[config.mk]
export PLATFORM = sky130hd
export DESIGN_NAME = mem_port_arbiter
export DESIGN_NICKNAME = d
export VERILOG_FILES = /design/src/rtl/mem_port_arbiter.sv
export SDC_FILE = /design/constraint.sdc
export NUM_CORES = 1
export LEC_CHECK = 0
export ABC_AREA = 1
export BUFFER_PORTS_ARGS = -buffer_cell sky130_fd_sc_hd__buf_2
export CAP_MARGIN = 20
export CORE_AREA = 2 2 172 174
export CTS_CLUSTER_SIZE = 12
export DETAILED_ROUTE_END_ITERATION = 16
export DIE_AREA = 0 0 174 176
export SYNTH_ARGS = -nofsm -noshare
export SYNTH_HDL_FRONTEND = slang
export SYNTH_SLANG_ARGS = --single-unit
export TNS_END_PERCENT = 50
[constraint.sdc]
create_clock -name clk -period 2 [get_ports clk]
set_clock_uncertainty 0.15 [all_clocks]
set_input_delay 0.4 -clock clk [delete_from_list [all_inputs] [get_ports clk]]
set_output_delay 0.4 -clock clk [all_outputs]
set_load 0.1 [all_outputs]
[src/rtl/mem_port_arbiter.sv]
// Shares one memory port between the fetch and load/store requesters. Only one
// transaction is in flight at a time. Data normally wins a conflict, but a
// streak counter limits how many data grants can pass a waiting fetch.
module mem_port_arbiter #(
    parameter int AW          = 30,
    parameter int DW          = 64,
    parameter int MAX_DSTREAK = 4
) (
    input  logic            clk,
    input  logic            reset,
    input  logic            i_req,
    input  logic [AW-1:0]   i_addr,
    output logic            i_ready,
    output logic            i_rvalid,
    output logic [DW-1:0]   i_rdata,
    input  logic            d_req,
    input  logic            d_we,
    input  logic [AW-1:0]   d_addr,
    input  logic [DW-1:0]   d_wdata,
    input  logic [DW/8-1:0] d_be,
    output logic            d_ready,
    output logic            d_rvalid,
    output logic [DW-1:0]   d_rdata,
    output logic            m_req,
    output logic            m_we,
    output logic [AW-1:0]   m_addr,
    output logic [DW-1:0]   m_wdata,
    output logic [DW/8-1:0] m_be,
    input  logic            m_gnt,
    input  logic            m_rvalid,
    input  logic [DW-1:0]   m_rdata,
    output logic            err
);

    localparam int SW = $clog2(MAX_DSTREAK + 1);
    localparam logic [SW-1:0] STREAK_MAX = SW'(MAX_DSTREAK);

    typedef enum logic [2:0] {
        IDLE,
        ISSUE_I,
        ISSUE_D,
        WAIT_I,
        WAIT_D
    } state_t;

    state_t         state_q, state_d;
    logic [SW-1:0]  streak_q, streak_d;
    logic           err_q, err_d;

    logic           arb;
    logic           d_elig;
    logic           i_win;
    logic           d_win;
    logic           in_issue;
    logic           in_wait;

    // Next state, streak/error update and all combinational port outputs.
    always_comb begin
        state_d  = state_q;
        streak_d = streak_q;
        err_d    = err_q;
        arb      = 1'b0;
        d_elig   = d_req;
        i_win    = 1'b0;
        d_win    = 1'b0;
        in_issue = (state_q == ISSUE_I) || (state_q == ISSUE_D);
        in_wait  = (state_q == WAIT_I) || (state_q == WAIT_D);

        m_req    = 1'b0;
        m_we     = 1'b0;
        m_addr   = '0;
        m_wdata  = '0;
        m_be     = '0;
        i_ready  = 1'b0;
        d_ready  = 1'b0;
        i_rvalid = 1'b0;
        d_rvalid = 1'b0;
        i_rdata  = '0;
        d_rdata  = '0;

        case (state_q)
            IDLE: begin
                arb = 1'b1;
            end
            ISSUE_I: begin
                m_req   = 1'b1;
                m_addr  = i_addr;
                m_be    = '1;
                i_ready = m_gnt;
                if (m_gnt) begin
                    state_d = WAIT_I;
                end
            end
            ISSUE_D: begin
                m_req   = 1'b1;
                m_we    = d_we;
                m_addr  = d_addr;
                m_wdata = d_wdata;
                m_be    = d_be;
                d_ready = m_gnt;
                if (m_gnt) begin
                    if (d_we) begin
                        // The accepted write is still on d_req this cycle;
                        // masking it stops it being granted twice.
                        arb    = 1'b1;
                        d_elig = 1'b0;
                    end else begin
                        state_d = WAIT_D;
                    end
                end
            end
            WAIT_I: begin
                i_rvalid = m_rvalid;
                if (m_rvalid) begin
                    i_rdata = m_rdata;
                    arb     = 1'b1;
                end
            end
            WAIT_D: begin
                d_rvalid = m_rvalid;
                if (m_rvalid) begin
                    d_rdata = m_rdata;
                    arb     = 1'b1;
                end
            end
            default: begin
                state_d = IDLE;
            end
        endcase

        if (arb) begin
            i_win = i_req && (!d_elig || (streak_q == STREAK_MAX));
            d_win = d_elig && !i_win;
            if (d_win) begin
                state_d = ISSUE_D;
                // A data win that passes a waiting fetch extends the streak;
                // it cannot exceed the limit because fetch wins at the limit.
                if (i_req) begin
                    streak_d = streak_q + SW'(1);
                end
            end else if (i_win) begin
                state_d  = ISSUE_I;
                streak_d = '0;
            end else begin
                state_d = IDLE;
            end
        end

        if ((m_rvalid && !in_wait) || (m_gnt && !in_issue)) begin
            err_d = 1'b1;
        end

        // Reset takes precedence over any handshake seen in the same cycle.
        if (reset) begin
            m_req    = 1'b0;
            m_we     = 1'b0;
            m_addr   = '0;
            m_wdata  = '0;
            m_be     = '0;
            i_ready  = 1'b0;
            d_ready  = 1'b0;
            i_rvalid = 1'b0;
            d_rvalid = 1'b0;
            i_rdata  = '0;
            d_rdata  = '0;
        end
    end

    // State, streak and sticky error registers with synchronous reset.
    always_ff @(posedge clk) begin
        if (reset) begin
            state_q  <= IDLE;
            streak_q <= '0;
            err_q    <= 1'b0;
        end else begin
            state_q  <= state_d;
            streak_q <= streak_d;
            err_q    <= err_d;
        end
    end

    assign err = err_q;

endmodule

* Yosys cells after proc, flatten, opt, wreduce, memory -nomap -nowiden *
Index checks and enable logic that the tools add are counted.

operators by class
  add/subtract/negate cells = 1
  multiply operators = 0
  divide/modulo/power cells = 0
  order comparisons = 0
  equal/unequal tests = 10
  shift operators = 0
  multiplexer cells = 40
  bitwise gates (word level) = 0
  reduce and logical (&&, ||, !) cells = 19

operator list
  operator                                               number
  two-way mux 64 bit                                     7
  case mux 30 bit (2 select lines)                       1
  two-way mux 30 bit                                     1
  two-way mux 3 bit                                      7
  two-way mux 1 bit                                      19
  case mux 8 bit (2 select lines)                        1
  inequality test 3 bit, second input constant           3
  case mux 3 bit (3 select lines)                        1
  two-way mux 8 bit                                      1
  equality test 3 x 2 -> 1 bit, second input constant    2
  equality test 3 bit, second input constant             2
  logical AND 1 bit                                      4
  logical NOT 1 bit                                      4
  logical OR 1 bit                                       4
  AND reduction 4 bit                                    1
  OR reduction 2 bit                                     2
  adder 3 x 1 -> 3 bit, second input constant            1
  equality test 3 x 1 -> 1 bit, second input constant    1
  logical NOT 3 bit                                      1
  case mux 1 bit (3 select lines)                        1
  AND reduction 3 bit                                    1
  OR reduction 3 bit                                     1
  two-way mux 2 bit                                      1
  inequality test 2 x 1 -> 1 bit, second input constant  1
  other kinds (2)                                        2

word-level totals
  register bits after elaboration = 7
  latch bits = 0
  bits in writable memories = 0
  bits in read-only memories = 0
  input bits = 203
  output and inout port bits = 237
  word-level logic and storage cells = 73
  memories kept = 0

* Longest topological paths before layout *
  depth in word-level cells = 10
  mapped depth = 9
  gate-level depth less buffers = 9

* Least setup slack after synthesis *
OpenSTA, ideal clock, no wires.

  kind = reg-to-output
  start = reg state_q[2]
  end = out i_ready
  arrival time = 2.844 ns
  required time = 1.450 ns
  path slack = -1.394 ns
  cell stages (with the launch flop) = 5
  buffers on the path = 1
  path through = dfxtp_1 > inv_1 > nand3_1 > clkbuf_1 > nor3_1

between the ends
  cells in the longest elaborated chain, start to end = 3

RTL lines
  element                       RTL line  source
  from (decl)                   46        state_t state_q, state_d;
  from (signal assigned)        176       state_q <= state_d;
  equality test 3 x 1 -> 1 bit  81        case (state_q)
  two-way mux 1 bit             81
  two-way mux 1 bit             154       if (reset) begin
  to (decl)                     13        output logic i_ready,

No other way between the ends.

* Worst setup path after layout *
  start = reg state_q[2]
  end = out m_addr[0]

between the ends
  cells in the longest elaborated chain, start to end = 3
  elaborated cells on any way between the ends = 4
  classes of those cells = eq/ne (2); mux (2)

RTL lines
  element                                                                              RTL line  source
  equality test 3 x 2 -> 1 bit / equality test 3 x 1 -> 1 bit (equally long branches)  81
  case mux 30 bit (2 select lines) (*)                                                 81
  two-way mux 30 bit (*)                                                               154
  to (decl)                                                                            26        output logic [AW-1:0] m_addr,

Mark *: on every way between the ends. The rest lies on a longest branch, timed or not.

==> qor.yml <==
job:
  cap_violations: 0
synthesis:
  netlist.area_leader.share_pct: 32.7
  yosys_register_bits: 7
  sequential_fraction_of_the_synthesis_area_pct: 5.96
  synth.avg_cell_area_sq_um: 4.26
  ys_warn_count: 0
  post_synth_edffs: 0
  yosys-top-cells-count: "sky130_fd_sc_hd__nor2_1, sky130_fd_sc_hd__inv_1, sky130_fd_sc_hd__nand2_1, sky130_fd_sc_hd__o22ai_1, sky130_fd_sc_hd__buf_2"
  synth.lib_cells_used.distinct: 19
  postSynthNetCount: 757
  post-synth-top-count-cell: "sky130_fd_sc_hd__nor2_1"
  synth.largest_area_cell: "sky130_fd_sc_hd__nor2_1"
  synth.top_cells.by_area: "sky130_fd_sc_hd__nor2_1, sky130_fd_sc_hd__inv_1, sky130_fd_sc_hd__nand2_1"
  synthCells: 552
  share_of_synthesized_flip_flops_with_an_asynchronous_set_or_reset_pct: 0
  synth_flop_type: "sky130_fd_sc_hd__dfxtp_1"
  syn-cell-area_sq_um: 2350
global_routing:
  largest_net_degree_at_the_start_of_global_routing: 31
  overflow: 0
  grtUsageMet2_pct: 22.8
  grt_util_met3_pct: 2.41
  grt_pass1_vias: 5248
  grt_use_total_pct: 11.5
  antenna_found_initial: 1
  global_route_wire_length_before_repair_mm: 28.4
  grt.met1_usage_pct: 12.9
  grt_most_used_layer: "met2"
die:
  fp.dieH_um: 176
  initial_core_util_pct: 8.24
  die-area_sq_um: 30600
  boundaryPins: 440
  placement_rows: 62
  die_w_um: 174
  placeable_core_area_sq_um: 28500
timing:
  slew_viol_final: 0
  grt_setup_unrepaired: "yes"
  worst_slew_margin_rel_pct: 67.0
  post-route-worst-setup-slack_ns: -0.213
  timing_worst_slew_pin_value_ns: 0.498
  final-hold-violation-count: 0
  fin_worst_hold_slack_ns: 0.343
  final_setup_violating_endpoints: 235
  final.min_clock_period_ns: 2.21
  achievable-frequency_mhz: 452
  finalCritPeriodShare_pct: 111
clock_tree:
  cts_made_buffers: 3
  max-clock-path-buffers: 2
  clkTransAtPathRegs_ns: 0.04
  post_cts_hold_buffers: 0
  cts.sinks: 7
  clock_tree_from_tritoncts: "done"
  clk-insertion-delay-late_ns: 0.23
  clock_tree.root_cell: "sky130_fd_sc_hd__clkbuf_16"
  cts_max_level: 1
setup_path:
  crit_end: "m_addr[0]"
  cp.arrival_ns: 1.66
  worst-endpoint-required_ns: 1.45
  worst-r2r-setup-slack_ns: 0.07
  start_kind: "flip-flop"
  timing_worst_setup_path_type: "reg -> out"
  path_max_fanout: 16
  worst_setup_path_end_kind: "output pin"
  r2r-end: "state_q[1]"
  r2r_cells: 12
  crit_slowest_cell: "sky130_fd_sc_hd__dfxtp_4"
  timing.critical_path.mode_cell: "sky130_fd_sc_hd__buf_12"
  crit_path_max_incr_delay_ns: 0.35
  startpoint: "state_q[2]"
  crit_chain: "buf_4 -> nor2_4 -> nand3_4 -> buf_12 -> buf_12 -> o22ai_4 -> buf_12"
  regToRegStartpoint: "state_q[2]"
detailed_routing:
  detail_route.vias_per_cell: 3.53
  wl_mm: 19.3
  drt-pass1-iter-count: 4
  route.detailed.wl_per_inst_um: 13.6
  drt.antenna.violating_nets: 0
  first_iter_violations: 147
  drc: 0
  detailroute.via_count: 4989
cells_and_area:
  final_cells: 1415
  antenna_cells_inserted: 0
  final_core_util_pct: 40.5
  layout.nets: 1237
  post_route_cells_drive_above_1_share_pct: 74.3
  final_area_sq_um: 11600
  area_delta_synth_final_pct: 392
pwr:
  p_leak_nw: 5.04
  vdd.ir_drop.worst_v: 0.000616
  cellPowerDensity_nw_per_um2: 620
placed_design:
  gp_congestion: 0.808
  post-place-ws_ns: -0.125
  post-dp-hpwl_mm: 16.7
  post-place-cells: 1384
  buffer_ports.inserted: 439
  placed_cell_area_sq_um: 10900
min_path:
  hold_class: "in -> reg"
status:
  run_status: "finished, violations left"
  violations: "negative setup slack"
-- worst min path at each step --
stage / from / to / slack (ns) / cells after the start
4_1_cts: reset / streak_q[1] / 0.34 / 3
6_report: reset / streak_q[1] / 0.34 / 3
3_3_place_gp: err / err / 0.31 / 2
2_1_floorplan: streak_q[1] / streak_q[1] / 0.30 / 2
5_1_grt: reset / streak_q[1] / 0.37 / 3
3_5_place_dp: streak_q[1] / streak_q[1] / 0.34 / 2
-- kinds of logic (layout without fill, tap and decap cells) --
logic type | Yosys count | count (layout) | share of synthesized area, %
fa+ha+maj | 2 | 2 | 1.06
compound gates | 47 | 47 | 12.0
flops | 7 | 7 | 5.96
simple gates | 281 | 283 | 46.0
buf+inv | 215 | 692 | 35.0
-- metrics by stage --
stage / TNS [ns] / total power, mW
finish: -33.64 / 7.18
global route: -48.57 / 7.44
CTS: -24.56 / 7.02
detailed placement: -10.58 / 6.48
global placement: -8.77 / 6.43
floorplan: -20.32 / 4.30
-- state kept, by name, summed over array words and instances, names as in the netlist --
signal / cells
state_q: 3
err: 1
streak_q: 3
-- final cells by class --
class	count	area, sq um
fill	2758	17000
inverter	183	706
sequential	7	151
timing repair buffer	505	6670
clock buffer	4	78.8
multi-input combinational	332	3480
tap	384	480
-- cells in the final DEF, fill, tap and decap left out, types with 7 or more instances in the layout --
master and instances:
sky130_fd_sc_hd__a21oi_4 8, sky130_fd_sc_hd__buf_12 256, sky130_fd_sc_hd__buf_2 203, sky130_fd_sc_hd__buf_4 26
sky130_fd_sc_hd__buf_6 10, sky130_fd_sc_hd__inv_1 176, sky130_fd_sc_hd__nand2_1 56, sky130_fd_sc_hd__nand3_1 7
sky130_fd_sc_hd__nor2_1 10, sky130_fd_sc_hd__nor2_4 192, sky130_fd_sc_hd__o22ai_4 30
-- routing by layer --
| layer | routed length [um] | vias up |
|---|---|---|
| met1 | 6950 | 2246 |
| met5 | 0 | - |
| met4 | 136 | 0 |
| met2 | 11000 | 208 |
| li1 | - | 2521 |
| met3 | 1190 | 14 |
-- critical path, delay by kind of cell (launching register included) --
kind | cells | cell delay (ns)
AOI/OAI and AO/OA | 1 | 0.15
and+or+nand+nor | 2 | 0.21
buffers and inverters | 4 | 0.69
DFF | 1 | 0.35
-- timing repair --
item	CTS	global route
cloned	3	4
resized for setup	32	36
pin swaps	9	23
buffers inserted	11	9
endpoints found under the setup margin	236	236
endpoints found under the hold margin	0	0
-- power by group --
group	leakage [nW]	total, mW	switching [mW]	internal, mW
Combinational	4.95	6.60	4.27	2.33
Sequential	0.0595	0.230	0.0489	0.181
Clock	0.0382	0.341	0.0757	0.265
Total	5.04	7.18	4.40	2.78
(Power assumes the default switching activity.)
